[src/rtl/fringe_counter_pkg.sv]
// Shared definitions for the fringe counter: quadrature state encodings,
// error counter width and the transition decoder.
package fringe_counter_pkg;

    localparam int ERR_COUNT_WIDTH = 16;

    // Quadrature states as {a, b}; forward order is Q00 -> Q01 -> Q11 -> Q10.
    localparam logic [1:0] Q00 = 2'b00;
    localparam logic [1:0] Q01 = 2'b01;
    localparam logic [1:0] Q11 = 2'b11;
    localparam logic [1:0] Q10 = 2'b10;

    typedef enum logic [1:0] {
        DIR_NONE    = 2'd0,
        DIR_UP      = 2'd1,
        DIR_DOWN    = 2'd2,
        DIR_ILLEGAL = 2'd3
    } quad_dir_e;

    function automatic quad_dir_e quad_decode(input logic [1:0] prev, input logic [1:0] cur);
        quad_dir_e dir;
        dir = DIR_NONE;
        if (prev == cur) begin
            dir = DIR_NONE;
        end else if ((prev ^ cur) == 2'b11) begin
            dir = DIR_ILLEGAL;
        end else begin
            // Only one bit moved: it is either the forward successor or the predecessor.
            case (prev)
                Q00:     dir = (cur == Q01) ? DIR_UP : DIR_DOWN;
                Q01:     dir = (cur == Q11) ? DIR_UP : DIR_DOWN;
                Q11:     dir = (cur == Q10) ? DIR_UP : DIR_DOWN;
                default: dir = (cur == Q00) ? DIR_UP : DIR_DOWN;
            endcase
        end
        return dir;
    endfunction

endpackage

[src/rtl/fringe_counter_schmitt_trigger.sv]
// Signed Schmitt trigger with hold band; an inverted threshold pair freezes
// the output and is reported so the beat can be excluded from counting.
module fringe_counter_schmitt_trigger #(
    parameter int W = 16
) (
    input  logic         clk,
    input  logic         srst,
    input  logic         en,
    input  logic [W-1:0] sample,
    input  logic [W-1:0] lower,
    input  logic [W-1:0] upper,
    output logic         state_o,
    output logic         inverted_o
);

    logic state_q;
    logic state_d;

    assign inverted_o = $signed(lower) > $signed(upper);

    always_comb begin
        state_d = state_q;
        if (en && !inverted_o) begin
            if ($signed(sample) > $signed(upper)) begin
                state_d = 1'b1;
            end else if ($signed(sample) < $signed(lower)) begin
                state_d = 1'b0;
            end
        end
    end

    always_ff @(posedge clk) begin
        if (srst) begin
            state_q <= 1'b0;
        end else begin
            state_q <= state_d;
        end
    end

    assign state_o = state_q;

endmodule

[src/rtl/fringe_counter.sv]
// Schmitt-triggered quadrature decoder with a signed up/down fringe counter,
// streaming one position word per accepted input beat.
module fringe_counter #(
    parameter int AXIS_TDATA_WIDTH = 32,
    parameter int COUNT_WIDTH      = 32
) (
    input  logic                          SYS_aclk,
    input  logic                          SYS_areset,
    input  logic [AXIS_TDATA_WIDTH/2-1:0] FC_lower_threshold,
    input  logic [AXIS_TDATA_WIDTH/2-1:0] FC_upper_threshold,
    input  logic                          FC_clear,
    output logic [COUNT_WIDTH-1:0]        FC_position,
    output logic [15:0]                   FC_error_count,
    input  logic                          S_AXIS_tvalid,
    input  logic [AXIS_TDATA_WIDTH-1:0]   S_AXIS_tdata,
    output logic                          S_AXIS_tready,
    output logic                          M_AXIS_tvalid,
    output logic [COUNT_WIDTH-1:0]        M_AXIS_tdata,
    input  logic                          M_AXIS_tready
);

    import fringe_counter_pkg::*;

    localparam int HW = AXIS_TDATA_WIDTH / 2;

    logic advance;
    logic accept;

    // Index 0 is signal_a (low half), index 1 is signal_b (high half).
    logic [1:0] sch_bit;
    logic [1:0] sch_inv;

    logic s1_valid_q, s1_valid_d;
    logic s1_nocount_q, s1_nocount_d;

    logic [COUNT_WIDTH-1:0]     pos_q, pos_d;
    logic [ERR_COUNT_WIDTH-1:0] err_q, err_d;
    logic [1:0]                 prev_q, prev_d;
    logic                       primed_q, primed_d;
    logic                       m_valid_q, m_valid_d;
    logic [COUNT_WIDTH-1:0]     m_data_q, m_data_d;

    logic [1:0] cur_state;
    quad_dir_e  dir;

    // Whole pipeline moves together whenever the output slot can be refilled.
    assign advance       = ~m_valid_q | M_AXIS_tready;
    assign accept        = S_AXIS_tvalid & advance;
    assign S_AXIS_tready = advance;

    genvar gi;
    generate
        for (gi = 0; gi < 2; gi++) begin : g_schmitt
            fringe_counter_schmitt_trigger #(
                .W (HW)
            ) u_schmitt (
                .clk        (SYS_aclk),
                .srst       (SYS_areset),
                .en         (accept),
                .sample     (S_AXIS_tdata[gi*HW +: HW]),
                .lower      (FC_lower_threshold),
                .upper      (FC_upper_threshold),
                .state_o    (sch_bit[gi]),
                .inverted_o (sch_inv[gi])
            );
        end
    endgenerate

    // The Schmitt flops double as the S1 data register; only valid/no-count live here.
    always_comb begin
        s1_valid_d   = s1_valid_q;
        s1_nocount_d = s1_nocount_q;
        if (advance) begin
            s1_valid_d = S_AXIS_tvalid;
        end
        if (accept) begin
            s1_nocount_d = |sch_inv;
        end
    end

    assign cur_state = {sch_bit[0], sch_bit[1]};
    assign dir       = quad_decode(prev_q, cur_state);

    always_comb begin
        pos_d     = pos_q;
        err_d     = err_q;
        prev_d    = prev_q;
        primed_d  = primed_q;
        m_valid_d = m_valid_q;
        m_data_d  = m_data_q;

        if (advance) begin
            m_valid_d = s1_valid_q;
            if (s1_valid_q) begin
                prev_d   = cur_state;
                primed_d = 1'b1;
                if (primed_q && !s1_nocount_q) begin
                    case (dir)
                        DIR_UP:      pos_d = pos_q + COUNT_WIDTH'(1);
                        DIR_DOWN:    pos_d = pos_q - COUNT_WIDTH'(1);
                        DIR_ILLEGAL: begin
                            if (err_q != {ERR_COUNT_WIDTH{1'b1}}) begin
                                err_d = err_q + ERR_COUNT_WIDTH'(1);
                            end
                        end
                        default: ;
                    endcase
                end
            end
        end

        // Clear wins over any step taken in the same cycle.
        if (FC_clear) begin
            pos_d    = '0;
            err_d    = '0;
            primed_d = 1'b0;
        end

        if (advance && s1_valid_q) begin
            m_data_d = pos_d;
        end
    end

    always_ff @(posedge SYS_aclk) begin
        if (SYS_areset) begin
            s1_valid_q   <= 1'b0;
            s1_nocount_q <= 1'b0;
            pos_q        <= '0;
            err_q        <= '0;
            prev_q       <= Q00;
            primed_q     <= 1'b0;
            m_valid_q    <= 1'b0;
            m_data_q     <= '0;
        end else begin
            s1_valid_q   <= s1_valid_d;
            s1_nocount_q <= s1_nocount_d;
            pos_q        <= pos_d;
            err_q        <= err_d;
            prev_q       <= prev_d;
            primed_q     <= primed_d;
            m_valid_q    <= m_valid_d;
            m_data_q     <= m_data_d;
        end
    end

    assign FC_position    = pos_q;
    assign FC_error_count = err_q;
    assign M_AXIS_tvalid  = m_valid_q;
    assign M_AXIS_tdata   = m_data_q;

endmodule
[config.mk]
export PLATFORM = sky130hd
export DESIGN_NAME = fringe_counter
export DESIGN_NICKNAME = d
export VERILOG_FILES = /design/src/rtl/fringe_counter_pkg.sv /design/src/rtl/fringe_counter_schmitt_trigger.sv /design/src/rtl/fringe_counter.sv
export SDC_FILE = /design/constraint.sdc
export NUM_CORES = 1
export LEC_CHECK = 0
export BUFFER_PORTS_ARGS = -buffer_cell sky130_fd_sc_hd__buf_2
export CAP_MARGIN = 10
export CORE_ASPECT_RATIO = 1.1
export CORE_MARGIN = 2
export CORE_UTILIZATION = 45
export DETAILED_ROUTE_END_ITERATION = 8
export PLACE_DENSITY = 0.71
export SYNTH_ARGS = -nofsm -noshare
export SYNTH_HDL_FRONTEND = slang
export SYNTH_HIERARCHICAL = 1
export SYNTH_SLANG_ARGS = --single-unit
[constraint.sdc]
create_clock -name SYS_aclk -period 3.8 [get_ports SYS_aclk]
set_input_delay 0.76 -clock SYS_aclk [delete_from_list [all_inputs] [get_ports SYS_aclk]]
set_output_delay 0.76 -clock SYS_aclk [all_outputs]
set_load 0.02 [all_outputs]
## After elaboration in Yosys (flattened, before gate mapping)

Index checks and enable logic that the tools add are counted.

- Magnitude comparators: 5
- Reduce and logical (&&, ||, !) cells: 14
- Add/sub/neg operators: 3
- Shift-type cells: 0
- Mux-type cells: 16
- Bitwise operators: 4
- Div/mod/pow operators: 0
- Equal/unequal tests: 11
- Multipliers: 0

Operator list:

| operator | count |
|---|---|
| 2-to-1 mux 32 bit | 4 |
| case mux 32 bit (2 select lines) | 1 |
| > comparator 16 bit | 3 |
| adder 32 x 1 -> 32 bit, second input constant | 1 |
| less-than comparator 16 bit | 2 |
| subtractor 32 x 1 -> 32 bit, second input constant | 1 |
| adder 16 x 1 -> 16 bit, second input constant | 1 |
| != test 16 bit, second input constant | 1 |
| equality test 2 bit, second input constant | 6 |
| 2-to-1 mux 2 bit | 6 |
| equality test 2 x 1 -> 1 bit, second input constant | 3 |
| case mux 2 bit (3 select lines) | 1 |
| AND reduction 2 bit | 3 |
| AND reduction 5 bit | 1 |
| zero test 2 bit | 2 |
| 2-to-1 mux 1 bit | 4 |
| nonzero test 2 bit | 2 |
| logical AND 1 bit | 3 |
| equality test 2 bit | 1 |
| zero test 1 bit | 2 |
| OR reduction 2 bit | 1 |
| XOR 2 bit | 1 |
| AND 1 bit | 1 |
| inverter 1 bit | 1 |
| OR 1 bit | 1 |

- ROM bits: 0
- Memories kept: 0
- Latch bits: 0
- Word-level logic and storage cells: 63
- Output and inout port bits: 82
- Flip-flop bits (word level): 88
- RAM bits: 0

## Logic depth before layout (Yosys ltp)

- Word-level depth: 11
- Gate-level depth with buffers: 18

## Cells and area by module

Netlist, hierarchy kept.

Modules (own cells, without submodules):

| module | times used | cells each | area each (um^2) | sequential area each (um^2) |
|---|---|---|---|---|
| fringe_counter | 1 | 591 | 4769.6 | 1721.7 |
| fringe_counter_schmitt_trigger | 2 | 163 | 1231.2 | 20.0 |

## Least setup slack after synthesis

No wires, ideal clock.

- Path kind: register to register
- From: reg prev_q[1]
- To: reg m_data_q[20], in the netlist M_AXIS_tdata[20]
- Required time: 3.677 ns
- Period minus slack after synthesis: 3.880 ns
- Setup time: 0.123 ns
- Cell stages (with the launch flop): 16
- Path buffers: 0
- Data arrival time: 3.757 ns
- Setup slack: -0.080 ns
- Path through: dfxtp_1 > nor2_1 > o31ai_1 > ha_1 > inv_1 > fa_1 > nand2b_2 > a21oi_1 > o311a_1 > o21ai_2 > or3_1 > a21oi_2 > a221oi_2 > xnor2_1 > a222oi_1 > inv_1

- Longest elaborated chain between the ends: 10
- Elaborated cells between the ends (all ways): 16
- Classes of those cells: eq/ne: 6; mux: 8; bitwise: 1; reduce/logical: 1

RTL lines:

| element | line | source |
|---|---|---|
| from (decl) | fringe_counter.sv:38 | `logic [1:0] prev_q, prev_d;` |
| from (signal assigned) | fringe_counter.sv:139 | `prev_q <= prev_d;` |
| equality test 2 bit, or another cell as far along | fringe_counter_pkg.sv:29 | `case (prev)` |
| case mux 2 bit (3 select lines) or equality test 2 bit (tied branches) | fringe_counter_pkg.sv:29, fringe_counter_pkg.sv:25 |  |
| 2-to-1 mux 2 bit | fringe_counter_pkg.sv:25 | `end else if ((prev ^ cur) == 2'b11) begin` |
| 2-to-1 mux 2 bit (*) | fringe_counter_pkg.sv:23 | `if (prev == cur) begin` |
| equality test 2 bit or equality test 2 x 1 -> 1 bit (tied branches) | fringe_counter.sv:98 | `case (dir)` |
| case mux 32 bit (2 select lines) (*) | fringe_counter.sv:98 |  |
| 2-to-1 mux 32 bit (*) | fringe_counter.sv:97 | `if (primed_q && !s1_nocount_q) begin` |
| 2-to-1 mux 32 bit (*) | fringe_counter.sv:94 | `if (s1_valid_q) begin` |
| 2-to-1 mux 32 bit (*) | fringe_counter.sv:92 | `if (advance) begin` |
| 2-to-1 mux 32 bit (*) | fringe_counter.sv:113 | `if (FC_clear) begin` |
| to (signal assigned) | fringe_counter.sv:142 | `m_data_q <= m_data_d;` |
| to (decl) | fringe_counter.sv:41 | `logic [COUNT_WIDTH-1:0] m_data_q, m_data_d;` |

Every way passes the cells marked *; elsewhere a longest branch is shown, timed or not.
A chain may end at the register's enable or synchronous reset.

## Worst setup path after layout

- From: reg g_schmitt[1].u_schmitt.state_q
- To: reg m_data_q[26], in the netlist M_AXIS_tdata[26]

- Longest elaborated chain between the ends: 11
- Elaborated cells between the ends (all ways): 21
- Classes of those cells: eq/ne: 7; mux: 12; bitwise: 1; reduce/logical: 1

RTL lines:

| element | line | source |
|---|---|---|
| from (decl) | fringe_counter_schmitt_trigger.sv:16 | `logic state_q;` |
| from (signal assigned) | fringe_counter_schmitt_trigger.sv:36 | `state_q <= state_d;` |
| equality test 2 bit, or another cell as far along | fringe_counter_pkg.sv:32 | `Q11: dir = (cur == Q10) ? DIR_UP : DIR_DOWN;` |
| 2-to-1 mux 2 bit, on equally long branches | n/a |  |
| case mux 2 bit (3 select lines) | fringe_counter_pkg.sv:29 |  |
| 2-to-1 mux 2 bit | fringe_counter_pkg.sv:25 |  |
| 2-to-1 mux 2 bit (*) | fringe_counter_pkg.sv:23 |  |
| equality test 2 bit or equality test 2 x 1 -> 1 bit (tied branches) | fringe_counter.sv:98 |  |
| case mux 32 bit (2 select lines) (*) | fringe_counter.sv:98 |  |
| 2-to-1 mux 32 bit (*) | fringe_counter.sv:97 |  |
| 2-to-1 mux 32 bit (*) | fringe_counter.sv:94 |  |
| 2-to-1 mux 32 bit (*) | fringe_counter.sv:92 |  |
| 2-to-1 mux 32 bit (*) | fringe_counter.sv:113 |  |

Marked as above.

==> flow_summary.yaml <==
pwr:
  power_density_nw_per_um2: 283
  switching_share: 0.291
  clockPowerShare: 0.398
  total_power_mw: 2.43
  p_seq_frac: 0.384
  p_switching_mw: 0.707
  vdd_ir_drop_max_mv: 0.230
  p_leak_nw: 4.32
  internal_power_mw: 1.72
  comb_power_share: 0.218
clock_tree:
  insertion_delay_ns: 0.35
  path_clk_slew_ns: 0.06
  cts_tree: "done"
  hold_buffers: 0
  cts.root.buffer_cell: "clkbuf_16"
  clock_path_buffers: 2
  cts.sinks: 88
  h-tree-depth: 3
  cts_buffers: 9
timing:
  fin_setup_tns_ns: 0
  slew_viol_final: 0
  hold_violations: 0
  fmax_ghz: 0.282
  worst_slack_ns: 0.253
  slew_headroom: 0.522
  timing.final.crit_period_ns: 3.55
  skew_ns: 0.00964
  tightest_slew_ns: 0.714
  layout_worst_path_cycle_share: 0.933
  setup_violations: 0
routing:
  antenna_left: 0
  first_pass_iters: 5
  drc_errors: 0
  first_iter_violations: 318
  via_per_inst: 5.54
  num_vias: 7068
  routedWlPerCell_um: 15.2
  wl_um: 19400
finish:
  n_antenna_cell: 0
  drive_above_1_share: 0.186
  nNetsFinal: 1268
  stdcell_area_sq_um: 8610
  syn_to_final_growth_pct: 19.0
synth:
  synth_edf_count: 0
  netlist_top_cells_area: "dfxtp_1 (24%), ha_1 (22%), a21oi_1 (5.9%), nand2_1 (5.2%), inv_1 (4.5%)"
  synth_top_cell_by_area: "dfxtp_1"
  netlist_area_sq_um: 7230
  yosysTopAreaCellShare: 0.244
  synthFlopType: "dfxtp_1"
  ys_ff_latch: 88
  synth_area_per_cell_sq_um: 7.89
  async_reset_ff_frac: 0
  synth_cell_types: 65
  yosysSeqAreaShare: 0.244
  postSynthCellCount: 917
  synthTopCellsByCount: "ha_1 (127), nand2_1 (100), dfxtp_1 (88), inv_1 (86), a21oi_1 (85)"
  synth_warnings: 6
  synth_most_common_cell: "ha_1"
  synth_nets: 1114
setup_path:
  worstPathCellList: "nor2_1 -> a21o_1 -> o21ai_1 -> inv_1 -> ha_2 -> buf_4 -> ha_1 -> o211ai_1 -> a21oi_1 -> o311a_1 -> o21ai_2 -> o211ai_2 -> a211oi_2 -> nor2_1 -> xor2_1 -> a222oi_1 -> inv_1"
  cp.arrival_ns: 3.78
  regToRegEndpoint: "M_AXIS_tdata[26]"
  cp.depth: 17
  end_kind: "register"
  critPathCapture: "M_AXIS_tdata[26]"
  cp-start-kind: "register"
  slowest_delay_ns: 0.41
  cp_top_family: "compound AO/OA/AOI/OAI gates"
  cp-startpoint: "g_schmitt[1].u_schmitt/state_o"
  crit_type: "register to register"
  slowest_stage: "dfxtp_1"
  path_buf_inv: 3
  regToRegSetupSlack_ns: 0.25
  path_max_fanout: 6
  rr_startpoint: "g_schmitt[1].u_schmitt/state_o"
  required_ns: 4.04
  rr_worst_depth: 17
grt:
  grt_pass1_wl_um: 32000
  grt_pass1_vias: 6807
  grt_max_degree: 33
  grt-ovfl-total: 0
  antenna_found_initial: 1
  track_usage: 0.227
floorplan:
  die_x_um: 125
  io_pins: 151
  initial_core_util: 0.460
  rows: 48
  coreArea_sq_um: 15700
  dieArea_sq_um: 17100
  die_y_um: 137
run_status:
  status: "completed"
place:
  io_buffer_count: 150
  place_congestion: 0.912
  post-place-ws_ns: 0.211
  placed_area_sq_um: 8270
  hpwl_um: 15800
run:
  max-cap-violations: 0
hold_path:
  hold_path_class: "register to register"
==> worst min-delay path by stage <==
stage                        to        startpoint  depth (start not counted)  slack, ns
5_1_grt        M_AXIS_tdata[17]  M_AXIS_tdata[17]                          2       0.47
4_1_cts        M_AXIS_tdata[13]  M_AXIS_tdata[13]                          2       0.46
6_report       M_AXIS_tdata[15]  M_AXIS_tdata[15]                          2       0.45
2_1_floorplan          primed_q          primed_q                          2       0.43
3_5_place_dp   M_AXIS_tdata[22]  M_AXIS_tdata[22]                          2       0.44
3_3_place_gp   M_AXIS_tdata[12]  M_AXIS_tdata[12]                          2       0.43
==> timing repair <==
action / CTS / global route
buffers inserted: 0 / 1
endpoints found under the setup margin: 0 / 8
gates resized for setup: 0 / 3
==> logic make-up (layout without fill, tap and decap cells) <==
family | Yosys count | count (layout) | share of synthesized area
buffers and inverters | 108 | 267 | 0.0561
AO/OA/AOI/OAI | 246 | 246 | 0.224
XOR/XNOR | 41 | 41 | 0.0497
flip-flops | 88 | 88 | 0.244
AND/OR/NAND/NOR | 301 | 301 | 0.197
adder cells (fa/ha/maj) | 128 | 128 | 0.222
multiplexers | 5 | 5 | 0.00692
==> power groups by stage <==
stage	combinational, mW	sequential, mW	clock (mW)
6_report	0.529	0.934	0.969
4_1_cts	0.523	0.933	0.998
3_5_place_dp	0.519	0.955	0
3_3_place_gp	0.510	0.954	0
5_1_grt	0.595	0.934	1.03
2_1_floorplan	0.350	0.955	0
==> worst min-delay path, stage by stage, from the launching register on <==
cell,delay (ns)
dfxtp_1,0.32
nand2_1,0.04
o21ai_0,0.06
==> layout by cell type (no fill, tap or decap), types with 4 or more instances in the layout <==
master	instances
and3_1	10
ha_1	126
and4_1	5
o21ai_2	4
a211oi_1	17
dfxtp_1	87
nand4_1	20
buf_2	150
o21ai_0	34
inv_1	86
nor2_1	80
a221oi_1	4
o31ai_1	4
o21ai_1	4
nand2b_1	9
mux2i_1	5
o21a_1	5
and2_1	6
nand3_1	20
a21oi_1	85
buf_4	13
or3_1	5
nor2b_1	17
xor2_1	18
o21bai_1	4
a31oi_1	5
nor3_1	11
nor4_1	6
xnor2_1	23
nand2_1	100
o211ai_1	9
a21o_1	24
a211o_1	7
clkbuf_16	9
==> cell type report <==
type | count | area, sq um
flip-flops and latches | 88 | 1760
fillers | 1531 | 7130
inverters | 87 | 327
multi-input cells | 721 | 5070
repair buffers | 164 | 868
clock inverters | 7 | 101
clock buffers | 9 | 225
well taps | 200 | 250
==> per-layer routing <==
metal	GRT usage	routed length, um	up-vias
met5	0	12	-
met4	0.0784	432	2
met3	0.0383	1030	30
met2	0.401	9180	204
met1	0.282	8730	3238
li1	-	-	3594
==> through the flow <==
| step | instances | utilization | hold WS, ns |
|---|---|---|---|
| detailed placement | 1259 | 0.525 | 0.442 |
| CTS | 1275 | 0.546 | 0.457 |
| floorplan | 917 | - | 0.432 |
| global placement | 1259 | 0.525 | 0.433 |
| global route | 1276 | 0.547 | 0.472 |
| finish | 1276 | 0.547 | 0.452 |
==> sequential cells by signal, summed over array words and instances, names as in the netlist <==
signal	cells
FC_error_count	16
FC_position	32
M_AXIS_tdata	32
M_AXIS_tvalid	1
g_schmitt.u_schmitt/state_o	2
prev_q	2
primed_q	1
s1_nocount_q	1
s1_valid_q	1
Power figures use the tool's default switching activity.
